## src/rtl/load_arbiter_if.sv

```systemverilog
// Bundle of player inputs and load-register outputs shared between the arbiter
// and whatever drives the players' buttons.
interface load_arbiter_if;
   logic       btn_p0;
   logic       btn_p1;
   logic [3:0] data_p0;
   logic [3:0] data_p1;
   logic       sig_load;
   logic [3:0] data_load;
   logic       owner;
   logic       busy;
   logic [3:0] cnt_p0;
   logic [3:0] cnt_p1;

   modport master (
      output btn_p0, btn_p1, data_p0, data_p1,
      input  sig_load, data_load, owner, busy, cnt_p0, cnt_p1
   );

   modport slave (
      input  btn_p0, btn_p1, data_p0, data_p1,
      output sig_load, data_load, owner, busy, cnt_p0, cnt_p1
   );
endinterface

```

## src/rtl/load_arbiter.sv

```systemverilog
// Two-player arbiter for a shared load register: rising button edges are
// latched as one-deep requests and granted one at a time, round-robin on ties.
module load_arbiter (
   input  logic           clk,
   input  logic           rst,
   load_arbiter_if.slave  bus
);

   typedef enum logic [1:0] {
      IDLE = 2'b00,
      LOAD = 2'b01,
      HOLD = 2'b10
   } state_t;

   state_t     state;
   state_t     state_next;

   logic       btn_q0;
   logic       btn_q1;
   logic       pend0;
   logic       pend1;
   logic       last_grant;
   logic       owner_r;
   logic [3:0] data_load_r;
   logic [3:0] cnt0;
   logic [3:0] cnt1;

   logic       edge0;
   logic       edge1;
   logic       want0;
   logic       want1;
   logic       grant0;
   logic       grant1;
   logic       owner_btn;

   // Button history resets high so a button held through reset is not an edge.
   always_comb begin
      edge0     = bus.btn_p0 & ~btn_q0;
      edge1     = bus.btn_p1 & ~btn_q1;
      want0     = pend0 | edge0;
      want1     = pend1 | edge1;
      owner_btn = owner_r ? bus.btn_p1 : bus.btn_p0;
   end

   always_ff @(posedge clk) begin
      if (rst) begin
         state <= IDLE;
      end else begin
         state <= state_next;
      end
   end

   // On a tie the player not granted last wins; a lone requester always wins.
   always_comb begin
      state_next = state;
      grant0     = 1'b0;
      grant1     = 1'b0;
      case (state)
         IDLE: begin
            if (want0 && want1) begin
               grant0 = last_grant;
               grant1 = ~last_grant;
            end else begin
               grant0 = want0;
               grant1 = want1;
            end
            if (want0 || want1) begin
               state_next = LOAD;
            end
         end
         LOAD: begin
            state_next = HOLD;
         end
         HOLD: begin
            if (!owner_btn) begin
               state_next = IDLE;
            end
         end
         default: begin
            state_next = IDLE;
         end
      endcase
   end

   always_ff @(posedge clk) begin
      if (rst) begin
         btn_q0      <= 1'b1;
         btn_q1      <= 1'b1;
         pend0       <= 1'b0;
         pend1       <= 1'b0;
         last_grant  <= 1'b1;
         owner_r     <= 1'b0;
         data_load_r <= 4'h0;
         cnt0        <= 4'h0;
         cnt1        <= 4'h0;
      end else begin
         btn_q0 <= bus.btn_p0;
         btn_q1 <= bus.btn_p1;
         pend0  <= (pend0 | edge0) & ~grant0;
         pend1  <= (pend1 | edge1) & ~grant1;
         if (grant0) begin
            data_load_r <= bus.data_p0;
            owner_r     <= 1'b0;
            last_grant  <= 1'b0;
            if (cnt0 != 4'hF) begin
               cnt0 <= cnt0 + 4'd1;
            end
         end else if (grant1) begin
            data_load_r <= bus.data_p1;
            owner_r     <= 1'b1;
            last_grant  <= 1'b1;
            if (cnt1 != 4'hF) begin
               cnt1 <= cnt1 + 4'd1;
            end
         end
      end
   end

   assign bus.sig_load  = (state == LOAD);
   assign bus.busy      = (state != IDLE);
   assign bus.data_load = data_load_r;
   assign bus.owner     = owner_r;
   assign bus.cnt_p0    = cnt0;
   assign bus.cnt_p1    = cnt1;

endmodule

```

## src/flat_wrapper.sv

```systemverilog
// flat-port wrapper written by rule: the top's interface ports become plain ports
module load_arbiter_flat 
  (clk, rst, bus_btn_p0, bus_btn_p1, bus_data_p0, bus_data_p1, bus_sig_load, bus_data_load, bus_owner, bus_busy, bus_cnt_p0, bus_cnt_p1);
  load_arbiter_if bus_i ();
  input  logic clk;
  input  logic rst;
  input wire logic [$bits(bus_i.btn_p0)-1:0] bus_btn_p0;
  input wire logic [$bits(bus_i.btn_p1)-1:0] bus_btn_p1;
  input wire logic [$bits(bus_i.data_p0)-1:0] bus_data_p0;
  input wire logic [$bits(bus_i.data_p1)-1:0] bus_data_p1;
  output wire logic [$bits(bus_i.sig_load)-1:0] bus_sig_load;
  output wire logic [$bits(bus_i.data_load)-1:0] bus_data_load;
  output wire logic [$bits(bus_i.owner)-1:0] bus_owner;
  output wire logic [$bits(bus_i.busy)-1:0] bus_busy;
  output wire logic [$bits(bus_i.cnt_p0)-1:0] bus_cnt_p0;
  output wire logic [$bits(bus_i.cnt_p1)-1:0] bus_cnt_p1;
  assign bus_i.btn_p0 = bus_btn_p0;
  assign bus_i.btn_p1 = bus_btn_p1;
  assign bus_i.data_p0 = bus_data_p0;
  assign bus_i.data_p1 = bus_data_p1;
  assign bus_sig_load = bus_i.sig_load;
  assign bus_data_load = bus_i.data_load;
  assign bus_owner = bus_i.owner;
  assign bus_busy = bus_i.busy;
  assign bus_cnt_p0 = bus_i.cnt_p0;
  assign bus_cnt_p1 = bus_i.cnt_p1;
  load_arbiter u_core (.clk(clk), .rst(rst), .bus(bus_i));
endmodule
```

## config.mk

```make
export PLATFORM = sky130hd
export DESIGN_NAME = load_arbiter_flat
export DESIGN_NICKNAME = d
export VERILOG_FILES = /design/src/rtl/load_arbiter_if.sv /design/src/rtl/load_arbiter.sv /design/src/flat_wrapper.sv
export SDC_FILE = /design/constraint.sdc
export NUM_CORES = 1
export LEC_CHECK = 0
export ABC_AREA = 0
export CAP_MARGIN = 20
export CORE_MARGIN = 2
export CORE_UTILIZATION = 49
export DETAILED_ROUTE_END_ITERATION = 8
export PLACE_DENSITY = 0.82
export SETUP_SLACK_MARGIN = 0.1
export SLEW_MARGIN = 30
export SYNTH_ARGS = -nofsm -noshare
export SYNTH_HDL_FRONTEND = slang
export SYNTH_SLANG_ARGS = --single-unit
```

## constraint.sdc

```tcl
create_clock -name clk -period 4.4 [get_ports clk]
set_input_delay 0.44 -clock clk [delete_from_list [all_inputs] [get_ports clk]]
set_output_delay 0.44 -clock clk [all_outputs]
set_load 0.1 [all_outputs]
```

==> qor.csv <==
stage,metric,value,unit
routing,drt_wl_total,2120,microns
global_routing,grt_max_degree,15,
global_routing,antenna_found_initial,0,
routing,drt_iter0_drc,12,
global_routing,track_usage,21.2,%
yosys,synth_top_family_by_area,simple AND/OR/NAND/NOR gates,
yosys,mappedNetlistArea,955,sq um
layout,fillCellCount,152,
sta,finalSetupViolCount,0,
sta,fin_setup_tns,0,ns
clocking,cts_tree,done,
power_and_ir_drop,vdd_drop_max,0.000252,V
sta,drv_slew,0,
yosys,synth_top_cell_area_share,41.9,%
layout,area_delta_synth_final,30.7,%
yosys,synth_edf_count,0,
routing,drc,0,
yosys,synth.area.top_cells,"dfxtp_1 (42%), nor3_1 (5.2%), a2111oi_0 (3.7%), o21ai_0 (3.7%), mux2_2 (3.5%)",
yosys,synthXorXnorAreaFrac,0,%
critical_path,cp-start-kind,flip-flop,
die,dieArea,0.00232,sq mm
critical_path,r2r-start,u_core.state[1]$_SDFFE_PP0P_,
power_and_ir_drop,p_leak,0.471,nW
global_routing,grt_util_met1,24.9,%
power_and_ir_drop,p_sw_share,35.4,%
yosys,synth-adder-area-share,2.62,%
clocking,cts_hold_buf,0,
critical_path,criticalPathCategory,flip-flop to primary output,
sta,fin_crit_sh,59.0,%
placement,hpwl,1560,microns
clocking,clk_pin_slew,0.12,ns
yosys,synth-simple-area-share,25.4,%
worst_hold_path,hold_path_depth,2,
routing,viasPerCell,5.63,
clocking,cts_htree_levels,1,
critical_path,crit_arrival,2.15,ns
status,status,"complete, no violations",
critical_path,end_kind,primary output,
yosys,yosysUniqueCellTypes,36,
clocking,clockBufferDepth,2,
global_routing,met3_usage,5.56,%
die,ioPinCount,27,
worst_hold_path,hold_start,u_core.bus.cnt_p1[3]$_SDFFE_PP0P_,
sta,fmax,385,MHz
global_routing,grt_overflow,0,
yosys,syn_area_per_cell,9.01,sq um
clocking,postCtsSetupBuffers,0,
die,row_count,15,
yosys,syn_inst,106,
yosys,ys.flop_type,dfxtp_1,
placement,portBuffers,26,
power_and_ir_drop,total_power,0.000426,W
clocking,clock-sinks,20,
yosys,synthTopCellsByCount,"dfxtp_1 (20), nor3_1 (10), o21ai_0 (7)",
power_and_ir_drop,clkPwrFrac,25.9,%
global_routing,globalRouteMet2Util,35.5,%
global_routing,top_usage_layer,met2,
critical_path,worst_r2r_path_depth,4,
worst_hold_path,whs_endpoint,u_core.bus.cnt_p1[3]$_SDFFE_PP0P_,
run,cap_viol_max_count,0,
layout,nets,146,
die,die_h,48.1,microns
critical_path,ff2ff_setup_slack,2.63,ns
routing,drt_pass1_iterations,4,
sta,period_needed,2.59,ns
clocking,cts_root_buf,clkbuf_4,
power_and_ir_drop,internal-power,0.000275,W
global_routing,grt_pass1_wl,3380,microns
sta,worst_pin_slew,0.981,ns
sta,grt_setup_unrepaired,no,
layout,diodes,0,
die,coreArea,0.00178,sq mm
yosys,yosysSeqAreaShare,41.9,%
yosys,synth_warnings,0,
clocking,cts_buffers,3,
yosys,synthMuxAreaShare,5.64,%
routing,dr_total_vias,878,
power_and_ir_drop,powerDensity,341,mW/mm^2
yosys,yosysTopAreaCell,dfxtp_1,
critical_path,crit_path_max_fanout,9,
yosys,yosysMostFrequentCell,dfxtp_1,
yosys,synth-async-reset-ratio,0,%
layout,layout-drive-gt1-share,8.40,%
yosys,synth_compound_area_share,19.5,%
yosys,syn-num-nets,120,
placement,place_congestion,0.785,
critical_path,required,3.96,ns
clocking,post_cts_resized,0,
sta,finalHoldViolCount,0,
routing,ant_nets,0,
yosys,ys_ff_latch,20,
worst_hold_path,hp-class,flip-flop to flip-flop,
power_and_ir_drop,p_comb_share,27.7,%
die,die_x,48.1,microns
routing,post_drt_wl_per_cell,13.6,microns
global_routing,grt_pass1_vias,811,
critical_path,r2r_end,u_core.bus.cnt_p0[2]$_SDFFE_PP0P_,
power_and_ir_drop,seqPwrFrac,46.4,%
clocking,insertion_delay,0.30,ns
sta,skew,0.00164,ns
die,start_util,53.5,%
sta,relSlewSlack,34.4,%
power_and_ir_drop,p_switching,0.000151,W
[metal layers]
layer  wire, microns  share of wire, %  up-vias
met4              28               1.3        0
met2            1020                48       24
met1             991                47      407
li1                -                 -      443
met3              87               4.1        4
met5               0                 0        -
[sequential cells by signal, indices dropped and copies added, names as in the netlist]
signal and count:
u_core.state 2, u_core.pend1 1, u_core.bus.cnt_p1 4, u_core.btn_q1 1
u_core.pend0 1, u_core.bus.owner 1, u_core.bus.data_load 4, u_core.btn_q0 1
u_core.bus.cnt_p0 4, u_core.last_grant 1
[layout make-up]
type | instances | area (sq um) | area share, %
clock buffers | 4 | 36.3 | 2.91
flip-flops and latches | 20 | 400 | 32.1
inverters | 3 | 11.3 | 0.903
well taps | 25 | 31.3 | 2.51
repair buffers | 26 | 260 | 20.9
multi-input cells | 78 | 508 | 40.7
[cells in the final DEF, fill, tap and decap left out, drive strengths merged, types with 2 or more instances in the layout]
cell / count
a2111oi: 4
nor2b: 4
o211a: 2
dfxtp: 20
a21oi: 4
or2: 3
o21ai: 8
mux2: 3
clkbuf: 4
nand2: 6
o21a: 2
clkdlybuf4s50: 26
nand2b: 2
mux2i: 2
nor3: 10
nor3b: 3
nor2: 5
inv: 3
ha: 2
or4: 2
nand3: 5
[critical path: stages (launching register included)]
cell and delay, ns:
dfxtp_1 0.38, or2_1 0.28, clkdlybuf4s50_1 1.19
[per-stage QoR]
stage | instances | hold slack (ns) | instance area, sq um | worst slack, ns | util [%]
2_1_floorplan | 106 | 0.547 | 955 | 2.33 | -
3_3_place_gp | 152 | 0.475 | 1210 | 2.21 | 67.9
3_5_place_dp | 152 | 0.489 | 1210 | 2.18 | 67.9
4_1_cts | 156 | 0.505 | 1250 | 1.83 | 70.0
5_1_grt | 156 | 0.528 | 1250 | 1.74 | 70.0
6_report | 156 | 0.504 | 1250 | 1.81 | 70.0
[worst max-delay path by stage]
| stage | from | endpoint | slack, ns | cells past startpoint |
|---|---|---|---|---|
| floorplan | u_core.bus.cnt_p1[0]$_SDFFE_PP0P_ | u_core.bus.cnt_p1[2]$_SDFFE_PP0P_ | 2.33 | 5 |
| global placement | u_core.state[0]$_SDFFE_PP0P_ | bus_busy | 2.21 | 2 |
| detailed placement | u_core.state[0]$_SDFFE_PP0P_ | bus_busy | 2.18 | 2 |
| CTS | u_core.state[0]$_SDFFE_PP0P_ | bus_busy | 1.83 | 2 |
| global route | u_core.state[1]$_SDFFE_PP0P_ | bus_busy | 1.74 | 2 |
| finish | u_core.state[0]$_SDFFE_PP0P_ | bus_busy | 1.81 | 2 |
[logic make-up after synthesis]
kind of cell,Yosys count
and+or+nand+nor,44
AOI/OAI and AO/OA,27
DFF,20
buffers and inverters,8
muxes,5
adders and majority gates,2
[power by group through the flow]
stage	logic, W	clock network, W	registers, W
floorplan	0.0000453	0	0.000244
global placement	0.000116	0	0.000201
detailed placement	0.000117	0	0.000202
CTS	0.000118	0.000109	0.000198
global route	0.000124	0.000118	0.000199
finish	0.000118	0.000110	0.000198
Power figures use the tool's default switching activity.
